## config.mk

```make
export PLATFORM = sky130hd
export DESIGN_NAME = vpu_src_port_rd_flat
export DESIGN_NICKNAME = d
export VERILOG_FILES = /design/src/rtl/vpu_src_port_rd_pkg.sv /design/src/rtl/vpu_src_port_rd_if.sv /design/src/rtl/vpu_src_fifo.sv /design/src/rtl/vpu_src_port_rd.sv /design/src/flat_wrapper.sv
export SDC_FILE = /design/constraint.sdc
export NUM_CORES = 1
export LEC_CHECK = 0
export CORE_MARGIN = 8
export CORE_UTILIZATION = 45
export DETAILED_ROUTE_END_ITERATION = 7
export PLACE_DENSITY = 0.77
export SYNTH_ARGS = -nofsm -noshare
export SYNTH_HDL_FRONTEND = slang
export SYNTH_HIERARCHICAL = 1
export SYNTH_SLANG_ARGS = --single-unit
```

## constraint.sdc

```tcl
create_clock -name clk -period 6.71 [get_ports clk]
set_input_delay 1.6775 -clock clk [delete_from_list [all_inputs] [get_ports clk]]
set_output_delay 1.6775 -clock clk [all_outputs]
set_load 0.02 [all_outputs]
```

## src/rtl/vpu_src_port_rd_pkg.sv

```systemverilog
// Shared constants and types for the VPU operand source port reader.
package vpu_src_port_rd_pkg;

    localparam int OPERAND_WIDTH   = 32;
    localparam int SRAM_R_PORT_CNT = 3;
    localparam int SRC_ADDR_WIDTH  = 10;
    localparam int SRC_LEN_WIDTH   = 8;
    localparam int SRAM_RD_LAT     = 2;
    localparam int SRC_FIFO_DEPTH  = 4;

    typedef logic [1:0] src_state_t;
    localparam src_state_t ST_IDLE  = 2'd0;
    localparam src_state_t ST_ISSUE = 2'd1;
    localparam src_state_t ST_DRAIN = 2'd2;
    localparam src_state_t ST_DONE  = 2'd3;

    typedef logic [OPERAND_WIDTH-1:0] operand_t;

    typedef struct packed {
        operand_t [SRAM_R_PORT_CNT-1:0] op;
        logic                           last;
    } src_entry_t;

endpackage

```

## src/rtl/vpu_src_port_rd_if.sv

```systemverilog
// Command, SRAM read and operand-out bundle; master is the source engine side.
interface vpu_src_port_rd_if
    import vpu_src_port_rd_pkg::*;
#(
    parameter int ADDR_WIDTH = SRC_ADDR_WIDTH,
    parameter int LEN_WIDTH  = SRC_LEN_WIDTH
);
    logic                                      cmd_valid;
    logic                                      cmd_ready;
    logic [SRAM_R_PORT_CNT*ADDR_WIDTH-1:0]     cmd_addr;
    logic [SRAM_R_PORT_CNT-1:0]                cmd_op_mask;
    logic [LEN_WIDTH-1:0]                      cmd_len;
    logic [SRAM_R_PORT_CNT-1:0]                sram_rd_en;
    logic [SRAM_R_PORT_CNT*ADDR_WIDTH-1:0]     sram_rd_addr;
    logic [SRAM_R_PORT_CNT*OPERAND_WIDTH-1:0]  sram_rd_data;
    logic [OPERAND_WIDTH-1:0]                  op_0;
    logic [OPERAND_WIDTH-1:0]                  op_1;
    logic [OPERAND_WIDTH-1:0]                  op_2;
    logic [SRAM_R_PORT_CNT-1:0]                op_valid;
    logic                                      out_valid;
    logic                                      out_ready;
    logic                                      out_last;
    logic                                      done;

    modport master (
        input  cmd_valid, cmd_addr, cmd_op_mask, cmd_len, sram_rd_data, out_ready,
        output cmd_ready, sram_rd_en, sram_rd_addr, op_0, op_1, op_2, op_valid,
               out_valid, out_last, done
    );

    modport slave (
        output cmd_valid, cmd_addr, cmd_op_mask, cmd_len, sram_rd_data, out_ready,
        input  cmd_ready, sram_rd_en, sram_rd_addr, op_0, op_1, op_2, op_valid,
               out_valid, out_last, done
    );

endinterface

```

## src/rtl/vpu_src_fifo.sv

```systemverilog
// Small synchronous FIFO of operand entries; pointers and count cleared on reset.
module vpu_src_fifo
    import vpu_src_port_rd_pkg::*;
#(
    parameter int DEPTH = SRC_FIFO_DEPTH
) (
    input  logic                       clk,
    input  logic                       rst_n,
    input  logic                       i_push,
    input  src_entry_t                 i_din,
    input  logic                       i_pop,
    output src_entry_t                 o_dout,
    output logic [$clog2(DEPTH+1)-1:0] o_count,
    output logic                       o_empty
);
    localparam int CW = $clog2(DEPTH + 1);
    localparam int PW = (DEPTH > 1) ? $clog2(DEPTH) : 1;

    src_entry_t    r_mem [DEPTH];
    logic [PW-1:0] r_wr_ptr;
    logic [PW-1:0] r_rd_ptr;
    logic [CW-1:0] r_count;

    logic w_full;
    logic w_empty;
    logic w_do_push;
    logic w_do_pop;

    function automatic logic [PW-1:0] next_ptr(input logic [PW-1:0] ptr);
        return (ptr == PW'(DEPTH - 1)) ? '0 : ptr + PW'(1);
    endfunction

    assign w_full    = (r_count == CW'(DEPTH));
    assign w_empty   = (r_count == '0);
    assign w_do_pop  = i_pop && !w_empty;
    // A push into a full FIFO is only taken when the head leaves in the same cycle.
    assign w_do_push = i_push && (!w_full || w_do_pop);

    always_ff @(posedge clk) begin
        if (w_do_push) begin
            r_mem[r_wr_ptr] <= i_din;
        end
    end

    always_ff @(posedge clk) begin
        if (!rst_n) begin
            r_wr_ptr <= '0;
            r_rd_ptr <= '0;
            r_count  <= '0;
        end else begin
            if (w_do_push) begin
                r_wr_ptr <= next_ptr(r_wr_ptr);
            end
            if (w_do_pop) begin
                r_rd_ptr <= next_ptr(r_rd_ptr);
            end
            case ({w_do_push, w_do_pop})
                2'b10:   r_count <= r_count + CW'(1);
                2'b01:   r_count <= r_count - CW'(1);
                default: r_count <= r_count;
            endcase
        end
    end

    assign o_dout  = r_mem[r_rd_ptr];
    assign o_count = r_count;
    assign o_empty = w_empty;

endmodule

```

## src/rtl/vpu_src_port_rd.sv

```systemverilog
// Operand source engine: issues per-element SRAM reads and re-aligns the
// returning data into op_0/op_1/op_2 beats under a valid/ready handshake.
module vpu_src_port_rd
    import vpu_src_port_rd_pkg::*;
#(
    parameter int ADDR_WIDTH  = SRC_ADDR_WIDTH,
    parameter int LEN_WIDTH   = SRC_LEN_WIDTH,
    parameter int SRAM_RD_LAT = vpu_src_port_rd_pkg::SRAM_RD_LAT,
    parameter int FIFO_DEPTH  = SRC_FIFO_DEPTH
) (
    input  logic              clk,
    input  logic              rst_n,
    vpu_src_port_rd_if.master bus
);
    localparam int P   = SRAM_R_PORT_CNT;
    localparam int OW  = OPERAND_WIDTH;
    localparam int FCW = $clog2(FIFO_DEPTH + 1);
    localparam int SW  = $clog2(FIFO_DEPTH + SRAM_RD_LAT + 1);

    logic [1:0]                   r_state;
    logic [P-1:0][ADDR_WIDTH-1:0] r_addr;
    logic [P-1:0]                 r_mask;
    logic [LEN_WIDTH-1:0]         r_remaining;
    logic [SRAM_RD_LAT-1:0]       r_pipe_vld;
    logic [SRAM_RD_LAT-1:0]       r_pipe_last;

    logic [FCW-1:0]               w_fifo_count;
    logic                         w_fifo_empty;
    logic [SW-1:0]                w_inflight;
    logic [P-1:0][OW-1:0]         w_push_ops;
    src_entry_t                   w_push_entry;
    src_entry_t                   w_head;
    logic                         w_issue;
    logic                         w_arrive;
    logic                         w_out_valid;
    logic                         w_pop;
    logic                         w_last_xfer;

    always_comb begin
        w_inflight = '0;
        for (int k = 0; k < SRAM_RD_LAT; k++) begin
            w_inflight = w_inflight + SW'(r_pipe_vld[k]);
        end
    end

    // Credit check: every read in flight already owns a FIFO slot, so SRAM
    // returns can always be absorbed even while the ALU stalls.
    assign w_issue     = (r_state == ST_ISSUE) &&
                         ((SW'(w_fifo_count) + w_inflight) < SW'(FIFO_DEPTH));
    assign w_arrive    = r_pipe_vld[SRAM_RD_LAT-1];
    assign w_out_valid = !w_fifo_empty;
    assign w_pop       = w_out_valid && bus.out_ready;
    assign w_last_xfer = w_pop && w_head.last;

    generate
        for (genvar gi = 0; gi < P; gi++) begin : g_port
            assign bus.sram_rd_en[gi] = w_issue && r_mask[gi];
            assign bus.sram_rd_addr[gi*ADDR_WIDTH +: ADDR_WIDTH] =
                (w_issue && r_mask[gi]) ? r_addr[gi] : '0;
            assign w_push_ops[gi] = r_mask[gi] ? bus.sram_rd_data[gi*OW +: OW] : '0;
        end
    endgenerate

    assign w_push_entry = '{op: w_push_ops, last: r_pipe_last[SRAM_RD_LAT-1]};

    always_ff @(posedge clk) begin
        if (!rst_n) begin
            r_pipe_vld  <= '0;
            r_pipe_last <= '0;
        end else begin
            for (int k = SRAM_RD_LAT - 1; k > 0; k--) begin
                r_pipe_vld[k]  <= r_pipe_vld[k-1];
                r_pipe_last[k] <= r_pipe_last[k-1];
            end
            r_pipe_vld[0]  <= w_issue;
            r_pipe_last[0] <= w_issue && (r_remaining == LEN_WIDTH'(1));
        end
    end

    always_ff @(posedge clk) begin
        if (!rst_n) begin
            r_state     <= ST_IDLE;
            r_addr      <= '0;
            r_mask      <= '0;
            r_remaining <= '0;
        end else begin
            case (r_state)
                ST_IDLE: begin
                    if (bus.cmd_valid) begin
                        r_mask      <= bus.cmd_op_mask;
                        r_remaining <= bus.cmd_len;
                        for (int k = 0; k < P; k++) begin
                            r_addr[k] <= bus.cmd_addr[k*ADDR_WIDTH +: ADDR_WIDTH];
                        end
                        r_state <= (bus.cmd_len != '0) ? ST_ISSUE : ST_DONE;
                    end
                end
                ST_ISSUE: begin
                    if (w_issue) begin
                        for (int k = 0; k < P; k++) begin
                            r_addr[k] <= r_addr[k] + ADDR_WIDTH'(1);
                        end
                        r_remaining <= r_remaining - LEN_WIDTH'(1);
                        if (r_remaining == LEN_WIDTH'(1)) begin
                            r_state <= ST_DRAIN;
                        end
                    end
                end
                ST_DRAIN: begin
                    if (w_last_xfer) begin
                        r_state <= ST_DONE;
                    end
                end
                ST_DONE:  r_state <= ST_IDLE;
                default:  r_state <= ST_IDLE;
            endcase
        end
    end

    vpu_src_fifo #(
        .DEPTH (FIFO_DEPTH)
    ) u_fifo (
        .clk     (clk),
        .rst_n   (rst_n),
        .i_push  (w_arrive),
        .i_din   (w_push_entry),
        .i_pop   (w_pop),
        .o_dout  (w_head),
        .o_count (w_fifo_count),
        .o_empty (w_fifo_empty)
    );

    assign bus.cmd_ready = (r_state == ST_IDLE);
    assign bus.done      = (r_state == ST_DONE);
    assign bus.out_valid = w_out_valid;
    assign bus.out_last  = w_out_valid && w_head.last;
    assign bus.op_valid  = w_out_valid ? r_mask : '0;
    assign bus.op_0      = w_out_valid ? w_head.op[0] : '0;
    assign bus.op_1      = w_out_valid ? w_head.op[1] : '0;
    assign bus.op_2      = w_out_valid ? w_head.op[2] : '0;

endmodule

```

## src/flat_wrapper.sv

```systemverilog
// flat-port wrapper written by rule: the top's interface ports become plain ports
module vpu_src_port_rd_flat import vpu_src_port_rd_pkg::*;
#(
    parameter int ADDR_WIDTH  = SRC_ADDR_WIDTH,
    parameter int LEN_WIDTH   = SRC_LEN_WIDTH,
    parameter int SRAM_RD_LAT = vpu_src_port_rd_pkg::SRAM_RD_LAT,
    parameter int FIFO_DEPTH  = SRC_FIFO_DEPTH
)
  (clk, rst_n, bus_cmd_valid, bus_cmd_addr, bus_cmd_op_mask, bus_cmd_len, bus_sram_rd_data, bus_out_ready, bus_cmd_ready, bus_sram_rd_en, bus_sram_rd_addr, bus_op_0, bus_op_1, bus_op_2, bus_op_valid, bus_out_valid, bus_out_last, bus_done);
  vpu_src_port_rd_if #(.ADDR_WIDTH(ADDR_WIDTH), .LEN_WIDTH(LEN_WIDTH)) bus_i ();
  input  logic clk;
  input  logic rst_n;
  input wire logic [$bits(bus_i.cmd_valid)-1:0] bus_cmd_valid;
  input wire logic [$bits(bus_i.cmd_addr)-1:0] bus_cmd_addr;
  input wire logic [$bits(bus_i.cmd_op_mask)-1:0] bus_cmd_op_mask;
  input wire logic [$bits(bus_i.cmd_len)-1:0] bus_cmd_len;
  input wire logic [$bits(bus_i.sram_rd_data)-1:0] bus_sram_rd_data;
  input wire logic [$bits(bus_i.out_ready)-1:0] bus_out_ready;
  output wire logic [$bits(bus_i.cmd_ready)-1:0] bus_cmd_ready;
  output wire logic [$bits(bus_i.sram_rd_en)-1:0] bus_sram_rd_en;
  output wire logic [$bits(bus_i.sram_rd_addr)-1:0] bus_sram_rd_addr;
  output wire logic [$bits(bus_i.op_0)-1:0] bus_op_0;
  output wire logic [$bits(bus_i.op_1)-1:0] bus_op_1;
  output wire logic [$bits(bus_i.op_2)-1:0] bus_op_2;
  output wire logic [$bits(bus_i.op_valid)-1:0] bus_op_valid;
  output wire logic [$bits(bus_i.out_valid)-1:0] bus_out_valid;
  output wire logic [$bits(bus_i.out_last)-1:0] bus_out_last;
  output wire logic [$bits(bus_i.done)-1:0] bus_done;
  assign bus_i.cmd_valid = bus_cmd_valid;
  assign bus_i.cmd_addr = bus_cmd_addr;
  assign bus_i.cmd_op_mask = bus_cmd_op_mask;
  assign bus_i.cmd_len = bus_cmd_len;
  assign bus_i.sram_rd_data = bus_sram_rd_data;
  assign bus_i.out_ready = bus_out_ready;
  assign bus_cmd_ready = bus_i.cmd_ready;
  assign bus_sram_rd_en = bus_i.sram_rd_en;
  assign bus_sram_rd_addr = bus_i.sram_rd_addr;
  assign bus_op_0 = bus_i.op_0;
  assign bus_op_1 = bus_i.op_1;
  assign bus_op_2 = bus_i.op_2;
  assign bus_op_valid = bus_i.op_valid;
  assign bus_out_valid = bus_i.out_valid;
  assign bus_out_last = bus_i.out_last;
  assign bus_done = bus_i.done;
  vpu_src_port_rd #(.ADDR_WIDTH(ADDR_WIDTH), .LEN_WIDTH(LEN_WIDTH), .SRAM_RD_LAT(SRAM_RD_LAT), .FIFO_DEPTH(FIFO_DEPTH)) u_core (.clk(clk), .rst_n(rst_n), .bus(bus_i));
endmodule
```

==> Word level (Yosys, flattened, before mapping) <==
Memory sizes are Yosys's and may differ from the RTL's. A register that Yosys moved wholly into a read port is not among the register bits.
Index checks and enable logic that the tools add are counted.
{ "word_totals": {"register_bits": 54, "latchBits": 0, "ramBits": 388, "romBits": 0, "out_inout_bits": 136, "memories": 1} }
{ "memory_table": {"columns": ["name", "words", "width", "rd", "rd_clocked_by_memory_dff", "write_ports", "line_no", "source"], "rows": [
  ["u_core.u_fifo.r_mem", 4, 97, 1, 1, 1, "vpu_src_fifo.sv:19", "src_entry_t r_mem [DEPTH];"]
]} }
{ "op_classes": {"add_sub_neg": 10, "multipliers": 0, "n_div": 0, "n_lt_le_gt_ge": 1, "eq_ne": 13, "shift": 0, "mux": 29, "n_bitwise": 0, "reduce_logical": 21} }
{ "ops": {"columns": ["operator", "n"], "rows": [
  ["$mux 32", 6],
  ["$mux 30", 2],
  ["$pmux 30 s2", 1],
  ["$add 10x1->10 const B", 3],
  ["$mux 10", 3],
  ["$mux 2", 9],
  ["$mux 8", 2],
  ["$pmux 8 s2", 1],
  ["$eq 2x2->1 const B", 5],
  ["$logic_and 1x1->1", 10],
  ["$eq 8x1->1 const B", 1],
  ["$pmux 2 s4", 1],
  ["$reduce_bool 8->1", 1],
  ["$sub 8x1->8 const B", 1],
  ["$pmux 3 s2", 1],
  ["$add 2x1->2 const B", 2],
  ["$eq 2x1->1 const B", 2],
  ["$ne 2x1->1 const B", 2],
  ["$ne 2x2->1 const B", 2],
  ["$reduce_and 4->1", 1],
  ["$reduce_bool 2->1", 2],
  ["$add 3x1->3 const B", 1],
  ["$add 3x3->3", 1],
  ["$eq 3x3->1 const B", 1],
  ["11 further kinds", 13]
]} }

==> Longest topological paths before layout <==
{ "logic_depth": {"depth_word": 8, "depth_mapped": 9, "mapped_depth_nobuf": 9} }

==> Hierarchy <==
The synthesis kept the hierarchy.
{ "modules_own_cells": {"columns": ["module", "instances", "cells_per_inst", "area_per_inst_um2"], "rows": [
  ["vpu_src_fifo", 1, 565, 14482.6],
  ["vpu_src_port_rd", 1, 619, 4390.5]
]} }

==> Worst setup path after synthesis <==
No wires, ideal clock.
{ "synth_timing": {"path_type": "input to register", "startpoint": "input bus_out_ready", "endpoint": "memory u_core/u_fifo/r_mem[0][0] in the netlist's numbering (enable)", "arrival_ps": 4584, "setup_slack_ps": 1659, "cell_stages": 3, "n_path_buf": 0, "cell_sequence": "nor2b_1 -> o41a_1 -> and2_1"} }
{ "synth_via": {"elab_chain_len": 6} }
{ "synth_lines": {"columns": ["element", "line_no", "source"], "rows": [
  ["start: declaration", "flat_wrapper.sv:18", "input wire logic [$bits(bus_i.out_ready)-1:0] bus_out_ready;"],
  ["$logic_and 1x1->1", "vpu_src_port_rd.sv:52", "assign w_pop = w_out_valid && bus.out_ready;"],
  ["$logic_and 1x1->1", "vpu_src_fifo.sv:35", "assign w_do_pop = i_pop && !w_empty;"],
  ["$logic_or 1x1->1", "vpu_src_fifo.sv:37", "assign w_do_push = i_push && (!w_full || w_do_pop);"],
  ["$logic_and 1x1->1", "vpu_src_fifo.sv:37", null],
  ["$mux 1", "vpu_src_fifo.sv:40", "if (w_do_push) begin"],
  ["$mux 1 (implied by the code)", "vpu_src_fifo.sv:41", "r_mem[r_wr_ptr] <= i_din;"],
  ["end: declaration", "vpu_src_fifo.sv:19", null]
]} }
Every way passes these cells.

==> Final worst setup path <==
{ "layout_timing": {"startpoint": "register u_core.u_fifo.r_count[0], in the netlist u_core/u_fifo/o_count[0]", "endpoint": "output bus_sram_rd_addr[26]"} }
{ "layout_via": {"elab_chain_len": 5} }
{ "layout_lines": {"columns": ["element", "line_no", "source"], "rows": [
  ["start: declaration", "vpu_src_fifo.sv:22", "logic [CW-1:0] r_count;"],
  ["start signal: assignment", "vpu_src_fifo.sv:58", "2'b10: r_count <= r_count + CW'(1);"],
  ["start signal: assignment", "vpu_src_fifo.sv:59", "2'b01: r_count <= r_count - CW'(1);"],
  ["start signal: assignment", "vpu_src_fifo.sv:60", "default: r_count <= r_count;"],
  ["$add 3x3->3", "vpu_src_port_rd.sv:49", "((SW'(w_fifo_count) + w_inflight) < SW'(FIFO_DEPTH));"],
  ["$lt 3x3->1", "vpu_src_port_rd.sv:49", null],
  ["$logic_and 1x1->1", "vpu_src_port_rd.sv:48", "assign w_issue = (r_state == ST_ISSUE) &&"],
  ["$logic_and 1x1->1", "vpu_src_port_rd.sv:59", "(w_issue && r_mask[gi]) ? r_addr[gi] : '0;"],
  ["$mux 10", "vpu_src_port_rd.sv:59", null],
  ["end: declaration", "flat_wrapper.sv:21", "output wire logic [$bits(bus_i.sram_rd_addr)-1:0] bus_sram_rd_addr;"]
]} }
Every way passes these cells.

==> results.cfg <==
[logic_synthesis]
synth_flop_cell = edfxtp_1
avgSynthCellArea_um2 = 15.9
ys_seq_area_share_pct = 67.7
syn_area_um2 = 18900
syn_inst = 1184
yosys-top-cells-area = edfxtp_1 62%, mux4_2 12%, dfxtp_1 5.9%
ys_seq_elements = 444
yosys.area.top_type = edfxtp_1
synth-edff-count = 388
syn-num-nets = 1342
async_flop_share_pct = 0
ys_warn_count = 6
yosysUniqueCellTypes = 61
yosysTopAreaCellShare_pct = 61.7

[pwr]
power_density_nw_per_um2 = 283
p_leak_nw = 7.65
ir_drop_mv = 0.191
power_mw = 6.69

[clock_tree]
clkSinkCount = 444
cts_tree = yes
cts_buffers = 45
cts_hold_buf = 0
post_cts_buffers = 0
cts-root-buf = clkbuf_16
clk_pin_slew_ns = 0.06
htree_num_levels = 2
clock_latency_ns = 0.57
clockBufferDepth = 3
ctsResizeCount = 0

[critical_path]
cp.depth = 6
path_class = flop to output port
worst-r2r-cell-count = 7
end_kind = output port
path_cells = ha_1 > a21o_1 > a32oi_4 > and3_1 > and2_1 > clkdlybuf4s50_1
critPathTopFamily = compound AO/OA/AOI/OAI gates
start_kind = flop
crit_buf_inv = 1
max_stage_delay_ns = 0.63
crit_fanout = 18
crit_arrival_ns = 3.41
slowest_stage = clkdlybuf4s50_1
required_ns = 5.03

[sta]
max_clock_freq_ghz = 0.197
final-setup-viol-count = 0
fin_crit_sh_pct = 75.8
fin_tns_setup_ns = 0
finalCriticalPeriod_ns = 5.09
grt_setup_unrepaired = no
drv_slew = 0
tightest_slew_ns = 1.16
hold_violations = 0
finClkSkew_ns = 0.0186
slew_headroom_pct = 22.4

[detailed_routing]
vias = 11200
drt_iter0_markers = 868
wl_um = 44400
drtPass1Iterations = 5
ant_nets = 0
vias_per_cell = 5.51
wire_per_inst_um = 21.9
drc = 0

[floorplanning]
ios = 277
core-area_um2 = 41700
initial_core_util_pct = 45.3
num_rows = 75
die_x_um = 221
die_y_um = 221
dieArea_um2 = 48800

[placed_design]
dp_hpwl_um = 27700
port_buffers = 276
dp_cells = 1945
gp_congestion = 0.835

[layout]
fillerInstances = 3177
seqCellArea_um2 = 12800
multiInputGateArea_um2 = 5710
fin_util_pct = 56.7
nNetsFinal = 1611
final_cells = 2030
layout-drive-gt1-share_pct = 13.5
area_growth_pct = 25.2

[grt]
antenna_found_initial = 4
grt_pass1_wl_um = 67400
grt_pass1_vias = 11500
grt_overflow = 0
grt_max_degree = 101
grt_use_total_pct = 18.0

[flow_run]
drv_cap = 0

[hold_path]
holdCritPathClass = flop to flop
hold_depth = 1

[run_status]
status = complete, no violations
-- logic make-up after synthesis --
logic type	count (synthesis)	synth area share, %
mux	106	12.1
fa+ha+maj	17	1.17
xor+xnor	3	0.139
buf+inv	87	2.18
flops	444	67.7
simple gates	396	11.9
compound gates	131	4.87
-- per-stage QoR --
stage	hold slack, ns	instance area (µm²)	setup slack (ns)
after floorplan	0.412	18900	1.66
after global placement	0.422	22200	2.15
after detailed placement	0.418	22200	2.15
after CTS	0.432	23600	1.52
after global routing	0.461	23600	1.42
final	0.431	23600	1.62
-- worst paths after layout --
path	start	slack (ns)	to
max	u_core/u_fifo/o_count[0]$_SDFFE_PN0P_	1.62	bus_sram_rd_addr[26]
min	u_core/r_pipe_last[0]$_SDFF_PN0_	0.43	u_core/r_pipe_last[1]$_SDFF_PN0_
max reg2reg	u_core/r_state[1]$_SDFFE_PN0P_	2.99	u_core/r_addr[20]$_SDFFE_PN0P_
min reg2reg	u_core/r_pipe_last[0]$_SDFF_PN0_	0.43	u_core/r_pipe_last[1]$_SDFF_PN0_
-- layout make-up --
class / instances / share of cell area (%)
antenna: 2 / 0.0212
clock buffer: 52 / 4.97
multi-input combinational: 653 / 24.1
timing repair buffer: 292 / 12.4
inverter: 17 / 0.270
sequential: 444 / 54.1
clock inverter: 31 / 1.25
tap: 539 / 2.85
-- cell usage in the layout, fill, tap and decap left out, types with 23 or more instances in the layout --
cell / count
clkdlybuf4s50_1: 276
dfxtp_1: 54
clkbuf_16: 46
a21oi_1: 41
mux4_2: 97
nor2_1: 23
and2_1: 131
nand3_1: 25
nand2_1: 63
nor2b_1: 111
edfxtp_1: 388
-- power breakdown --
part	switching (mW)	internal, mW	total [mW]
registers	0.117	3.19	3.30
logic	0.540	0.376	0.916
clock network	1.02	1.45	2.47
total	1.68	5.01	6.69
-- state kept, by name, summed over array words and instances, names as in the netlist, named ones only --
register and flops:
u_core/u_fifo/r_mem 388, u_core/r_addr 30, u_core/r_remaining 8, u_core/r_mask 3, u_core/u_fifo/o_count 3, u_core/r_pipe_last 2, u_core/r_pipe_vld 2, u_core/r_state 2
u_core/u_fifo/r_rd_ptr 2, u_core/u_fifo/r_wr_ptr 2
-- metal layers --
metal / up-vias / track usage (%) / share of wire [%]
met5: - / 0 / 0.059
met4: 4 / 4.62 / 1.6
met3: 58 / 4.88 / 8.8
met2: 473 / 28.9 / 47
met1: 5586 / 24.0 / 42
li1: 5056 / - / -
-- synth_stat cells (all sizes together), types with 2 or more instances --
cell type    n
dfxtp       56
o21ai       28
xor2         3
a31oi        7
clkbuf      38
edfxtp     388
a211oi       7
nand4        5
nand3       25
and2       135
o21a         7
o221ai       2
buf         32
o2bb2ai      8
nor2        23
inv         17
nand2       63
nor3        10
nand4b       2
ha          16
nor4         3
o221a        3
a41o         2
a21o         2
nor3b        2
o31ai        7
nor2b      111
mux4        97
and3         7
o22ai        2
or2          2
a21oi       43
o21ba        2
o32ai        3
and4         3
mux2i        8
or4          3
(Power assumes the default switching activity.)
